===== src/rtl/axis_pipe_chain_pkg.sv =====
// Shared helpers for the AXI-Stream register chain: sizing of the occupancy counter.
package axis_pipe_chain_pkg;

    // One count value per storage slot plus zero; a chain with no slots still gets one bit.
    function automatic int occ_width(input int depth, input int reg_ready);
        int slots;
        slots = depth * (1 + reg_ready);
        return (slots == 0) ? 1 : $clog2(slots + 1);
    endfunction

endpackage


===== src/rtl/axis_pipe_chain_skid_stage.sv =====
// One AXI-Stream register slice: a plain valid/data register, or a 2-entry skid buffer
// whose upstream ready comes straight from a flop.
module axis_skid_stage #(
    parameter int WIDTH     = 32,
    parameter int REG_READY = 1
) (
    input  logic             clk,
    input  logic             rst,
    input  logic             flush,
    input  logic [WIDTH-1:0] s_data,
    input  logic             s_valid,
    output logic             s_ready,
    output logic [WIDTH-1:0] m_data,
    output logic             m_valid,
    input  logic             m_ready
);

    if (REG_READY != 0) begin : g_skid
        logic             mv_q, mv_d;
        logic             sv_q, sv_d;
        logic [WIDTH-1:0] md_q, md_d;
        logic [WIDTH-1:0] sd_q, sd_d;
        logic             accept;

        assign accept = s_valid & ~sv_q;

        always_comb begin
            // NOTE: every signal written here gets a default first, so no path can infer a latch.
            mv_d = mv_q;
            sv_d = sv_q;
            md_d = md_q;
            sd_d = sd_q;
            if (flush) begin
                mv_d = 1'b0;
                sv_d = 1'b0;
            end else if (~mv_q | m_ready) begin
                // Main is free this cycle: the skid beat is older, so it goes first.
                if (sv_q) begin
                    md_d = sd_q;
                    sv_d = 1'b0;
                end else if (accept) begin
                    md_d = s_data;
                    mv_d = 1'b1;
                end else begin
                    mv_d = 1'b0;
                end
            end else if (accept) begin
                sd_d = s_data;
                sv_d = 1'b1;
            end
        end

        // NOTE: clocked state uses non-blocking assignments so every flop samples pre-edge values.
        always_ff @(posedge clk or posedge rst) begin
            if (rst) begin
                mv_q <= 1'b0;
                sv_q <= 1'b0;
            end else begin
                mv_q <= mv_d;
                sv_q <= sv_d;
            end
        end

        // NOTE: payload registers are deliberately left unreset; the valid bits alone say what is held.
        always_ff @(posedge clk) begin
            md_q <= md_d;
            sd_q <= sd_d;
        end

        assign s_ready = ~sv_q;
        assign m_valid = mv_q;
        assign m_data  = md_q;
    end else begin : g_reg
        logic             v_q, v_d;
        logic [WIDTH-1:0] d_q, d_d;

        assign s_ready = ~v_q | m_ready;

        always_comb begin
            v_d = v_q;
            d_d = d_q;
            if (flush) begin
                v_d = 1'b0;
            end else if (s_valid & s_ready) begin
                v_d = 1'b1;
                d_d = s_data;
            end else if (m_ready) begin
                v_d = 1'b0;
            end
        end

        always_ff @(posedge clk or posedge rst) begin
            if (rst) begin
                v_q <= 1'b0;
            end else begin
                v_q <= v_d;
            end
        end

        always_ff @(posedge clk) begin
            d_q <= d_d;
        end

        assign m_valid = v_q;
        assign m_data  = d_q;
    end

endmodule


===== src/rtl/axis_pipe_chain.sv =====
// DEPTH cascaded AXI-Stream register slices with synchronous flush and a live beat count.
// DEPTH=0 collapses to wires.
module axis_pipe_chain
    import axis_pipe_chain_pkg::*;
#(
    parameter int WIDTH     = 32,
    parameter int DEPTH     = 2,
    parameter int REG_READY = 1
) (
    input  logic                                    clk,
    input  logic                                    rst,
    input  logic                                    flush,
    input  logic [WIDTH-1:0]                        s_rx_tdata,
    input  logic                                    s_rx_tvalid,
    output logic                                    s_rx_tready,
    output logic [WIDTH-1:0]                        m_tx_tdata,
    output logic                                    m_tx_tvalid,
    input  logic                                    m_tx_tready,
    output logic [occ_width(DEPTH, REG_READY)-1:0]  occupancy,
    output logic                                    empty
);

    localparam int OCC_W = occ_width(DEPTH, REG_READY);

    if (DEPTH == 0) begin : g_wire
        logic unused_flush;
        assign unused_flush = flush;
        assign s_rx_tready  = m_tx_tready & ~rst;
        assign m_tx_tvalid  = s_rx_tvalid & ~rst;
        assign m_tx_tdata   = s_rx_tdata;
        assign occupancy    = '0;
        assign empty        = 1'b1;
    end else begin : g_chain
        logic [WIDTH-1:0] c_data [DEPTH+1];
        logic [DEPTH:0]   c_valid;
        logic [DEPTH:0]   c_ready;
        logic             s_xfer;
        logic             m_xfer;
        logic [OCC_W-1:0] occ_q, occ_d;

        // Flush blocks both ends so nothing crosses the boundary while the stages clear.
        assign c_data[0]      = s_rx_tdata;
        assign c_valid[0]     = s_rx_tvalid & ~flush;
        assign c_ready[DEPTH] = m_tx_tready & ~flush;

        for (genvar k = 0; k < DEPTH; k++) begin : g_stage
            axis_skid_stage #(
                .WIDTH     (WIDTH),
                .REG_READY (REG_READY)
            ) u_stage (
                .clk     (clk),
                .rst     (rst),
                .flush   (flush),
                .s_data  (c_data[k]),
                .s_valid (c_valid[k]),
                .s_ready (c_ready[k]),
                .m_data  (c_data[k+1]),
                .m_valid (c_valid[k+1]),
                .m_ready (c_ready[k+1])
            );
        end

        assign s_rx_tready = c_ready[0] & ~flush & ~rst;
        assign m_tx_tvalid = c_valid[DEPTH] & ~flush;
        assign m_tx_tdata  = c_data[DEPTH];

        // Internal hand-offs keep the total constant, so only the two edges move the count.
        assign s_xfer = s_rx_tvalid & s_rx_tready;
        assign m_xfer = m_tx_tvalid & m_tx_tready;

        always_comb begin
            occ_d = occ_q;
            if (flush) begin
                occ_d = '0;
            end else if (s_xfer & ~m_xfer) begin
                occ_d = occ_q + 1'b1;
            end else if (m_xfer & ~s_xfer) begin
                occ_d = occ_q - 1'b1;
            end
        end

        always_ff @(posedge clk or posedge rst) begin
            if (rst) begin
                occ_q <= '0;
            end else begin
                occ_q <= occ_d;
            end
        end

        assign occupancy = occ_q;
        assign empty     = (occ_q == '0);
    end

endmodule


===== config.mk =====
export PLATFORM = sky130hd
export DESIGN_NAME = axis_pipe_chain
export DESIGN_NICKNAME = d
export VERILOG_FILES = /design/src/rtl/axis_pipe_chain_pkg.sv /design/src/rtl/axis_pipe_chain_skid_stage.sv /design/src/rtl/axis_pipe_chain.sv
export SDC_FILE = /design/constraint.sdc
export NUM_CORES = 1
export LEC_CHECK = 0
export CORE_MARGIN = 5
export CORE_UTILIZATION = 35
export DETAILED_ROUTE_END_ITERATION = 7
export PLACE_DENSITY_LB_ADDON = 0.15
export SLEW_MARGIN = 40
export SYNTH_ARGS = -nofsm -noshare
export SYNTH_HDL_FRONTEND = slang
export SYNTH_SLANG_ARGS = --single-unit

===== constraint.sdc =====
create_clock -name clk -period 8.8 [get_ports clk]
set_input_delay 1.32 -clock clk [delete_from_list [all_inputs] [get_ports clk]]
set_output_delay 1.32 -clock clk [all_outputs]
set_load 0.01 [all_outputs]

==> out/results.tsv <==
stage	metric	value	unit
outcome	status	finished clean	
logic_synthesis	yosysSeqAreaShare	76.1	%
logic_synthesis	ys_ff_latch	135	
route	vias	2393	
critical_path	crit_path_start	flush	
timing	drv_slew	0	
grt	grt_max_degree	39	
power	p_leak	2.23	nW
timing	rsz0062_at_grt	no	
cells_and_area	n_antenna_cell	0	
floorplan	initial_core_util	35.3	%
critical_path	reg2reg_slack	6480	ps
critical_path	endpoint_kind	output pin	
grt	grt_use_met2	15.7	%
timing	finClkSkew	5.94	ps
power	ir_worst_vdd	134	uV
timing	max_freq	0.231	GHz
cells_and_area	multiInputGateArea	1000	sq um
power	powerDensity	232	nW/um^2
route	wl_per_cell	15.8	um
critical_path	reg2reg_depth	3	
grt	track_usage	10.6	%
grt	grt_pass1_vias	2584	
critical_path	cp_max_fo	16	
route	dr.pass1.iters	4	
route	vias_per_cell	4.44	
critical_path	worstReg2RegStart	g_chain.g_stage[0].u_stage.g_skid.sv_q$_DFFE_PP0P_	
cells_and_area	final_cell_mix	edfxtp_1, clkdlybuf4s50_1, mux2_2, clkbuf_16, nor2_1	
critical_path	crit_type	in2out	
critical_path	critPathLaunchType	input port	
cells_and_area	drive_gt1_share	30.5	%
logic_synthesis	syn-instance-count	281	
logic_synthesis	synth.area.top_cells	edfxtp_1, mux2_2, buf_4	
logic_synthesis	syn_area_per_cell	18.8	sq um
cells_and_area	area_growth	27.0	%
clocking	cts.sinks	135	
placement	dp.cells	507	
grt	met3_usage	4.60	%
grt	antenna_found_initial	0	
route	wl	8520	um
timing	tightest_slew	751	ps
logic_synthesis	ys.warnings.count	0	
route	drt_iter0_drc	135	
logic_synthesis	syn_nets	319	
logic_synthesis	synth_cell_types	22	
grt	grt_overflow	0	
clocking	cts_setup_buffers	0	
cells_and_area	fin_cells	539	
cells_and_area	layout_commonest_cell	edfxtp_1	
critical_path	cp_data_arrival_time	3020	ps
placement	port_buffers	74	
timing	slew_headroom	49.8	%
logic_synthesis	syn_area	5280	sq um
cells_and_area	fillers	1307	
timing	finalCritPeriodShare	49.3	%
floorplan	coreArea	15000	sq um
route	drc	0	
critical_path	timing.rr.end	g_chain.g_stage[0].u_stage.g_skid.sd_q[26]$_DFFE_PP_	
grt	top_usage_layer	met2	
logic_synthesis	yosysTopAreaCell	edfxtp_1	
cells_and_area	nNetsFinal	376	
placement	dp_hpwl	5320	um
timing	finalHoldViolCount	0	
clocking	h-tree-depth	4	
clocking	clk_latency	410	ps
timing	finalSetupViolCount	0	
route	ant_nets	0	
clocking	cts_buffer_depth	2	
floorplan	dieHeight	133	um
flow_run	maxCapViolCount	0	
clocking	cts_hold_buf	0	
clocking	ctsResizeCount	0	
floorplan	die_w	133	um
grt	grt_pass1_wl	14100	um
floorplan	io_pins	75	
placement	gp_congestion	0.686	
logic_synthesis	netlist.area_leader.share	72.8	%
grt	met1_usage	13.2	%
clocking	cts_tree	yes	
clocking	clk_pin_slew	50	ps
timing	fin_crit	4340	ps
clocking	clock-root-buffer	clkbuf_16	
critical_path	worstPathRequired	7480	ps
hold_path	hold_class	reg2reg	
floorplan	row_count	45	
critical_path	endpoint	s_rx_tready	
floorplan	dieArea	17600	sq um
cells_and_area	fin_util	44.8	%
cells_and_area	final-seq-area	4030	sq um
timing	fin_setup_tns	0	ps
clocking	numCtsBuffers	17	
layout make-up:
class,instances,area share (%)
Clock buffer,18,6.40
Clock inverter,14,3.06
Inverter,4,0.224
Multi-Input combinational cell,101,15.0
Sequential cell,135,60.0
Tap cell,188,3.51
Timing Repair Buffer,79,11.8
stage by stage:
stage | cell area [sq um] | setup WS [ps] | hold WS [ps] | power, mW
3_5_place_dp | 6070 | 4460 | 432 | 0.813
3_3_place_gp | 6030 | 4590 | 428 | 0.810
5_1_grt | 6710 | 4340 | 454 | 1.61
4_1_cts | 6710 | 4460 | 445 | 1.58
2_1_floorplan | 5280 | 4360 | 422 | 0.774
6_report | 6710 | 4460 | 442 | 1.55
sequential cells by signal, indices dropped and copies added, names as in the netlist:
name / flops
g_chain.g_stage.u_stage.g_skid.sd_q: 64
g_chain.g_stage.u_stage.g_skid.sv_q: 2
g_chain.g_stage.u_stage.m_data: 64
g_chain.g_stage.u_stage.m_valid: 2
occupancy: 3
worst min-delay path by stage:
stage | from | end | slack [ps] | cells after the start
3_3_place_gp | g_chain.g_stage[0].u_stage.m_data[18]$_DFFE_PP_ | g_chain.g_stage[1].u_stage.g_skid.sd_q[18]$_DFFE_PP_ | 430 | 0
4_1_cts | g_chain.g_stage[0].u_stage.m_data[0]$_DFFE_PP_ | g_chain.g_stage[1].u_stage.g_skid.sd_q[0]$_DFFE_PP_ | 450 | 0
3_5_place_dp | g_chain.g_stage[0].u_stage.m_data[31]$_DFFE_PP_ | g_chain.g_stage[1].u_stage.g_skid.sd_q[31]$_DFFE_PP_ | 430 | 0
2_1_floorplan | g_chain.g_stage[0].u_stage.m_data[0]$_DFFE_PP_ | g_chain.g_stage[1].u_stage.g_skid.sd_q[0]$_DFFE_PP_ | 420 | 0
6_report | g_chain.g_stage[0].u_stage.m_data[29]$_DFFE_PP_ | g_chain.g_stage[1].u_stage.g_skid.sd_q[29]$_DFFE_PP_ | 440 | 0
5_1_grt | g_chain.g_stage[0].u_stage.m_data[31]$_DFFE_PP_ | g_chain.g_stage[1].u_stage.g_skid.sd_q[31]$_DFFE_PP_ | 450 | 0
Yosys cell counts:
cell type and instances:
o21ai_0 2, dfrtp_1 7, xor2_1 1, nor2b_1 2, o21bai_1 1, mux2_2 67, nand2b_1 2, edfxtp_1 128
buf_6 1, mux2i_1 1, clkbuf_1 2, nor3b_4 1, nor2_1 8, nor3_1 5, buf_4 32, a211oi_1 1
buf_2 6, nand2_1 4, inv_1 4, fa_1 1, and3_1 1, a21oi_1 4
critical path, stage by stage:
cell and delay (ps):
clkdlybuf4s50_1 790, nor3_1 330, clkdlybuf4s50_1 570
layer usage:
metal	vias up	wire length, um
met5	-	0
met4	0	192
met3	17	476
met2	60	4050
met1	1167	3810
li1	1149	-
kinds of logic after synthesis:
family,count (synthesis),synth area share (%)
simple gates,23,2.27
xor+xnor,1,0.166
fa+ha+maj,1,0.379
buf+inv,45,5.76
flops,135,76.1
compound gates,8,0.853
mux,68,14.5
report_power, final:
group	total, mW	switching [mW]	internal [mW]
sequential	0.726	0.00724	0.719
clock	0.756	0.256	0.500
combinational	0.0723	0.0290	0.0433
(Power assumes the default switching activity.)
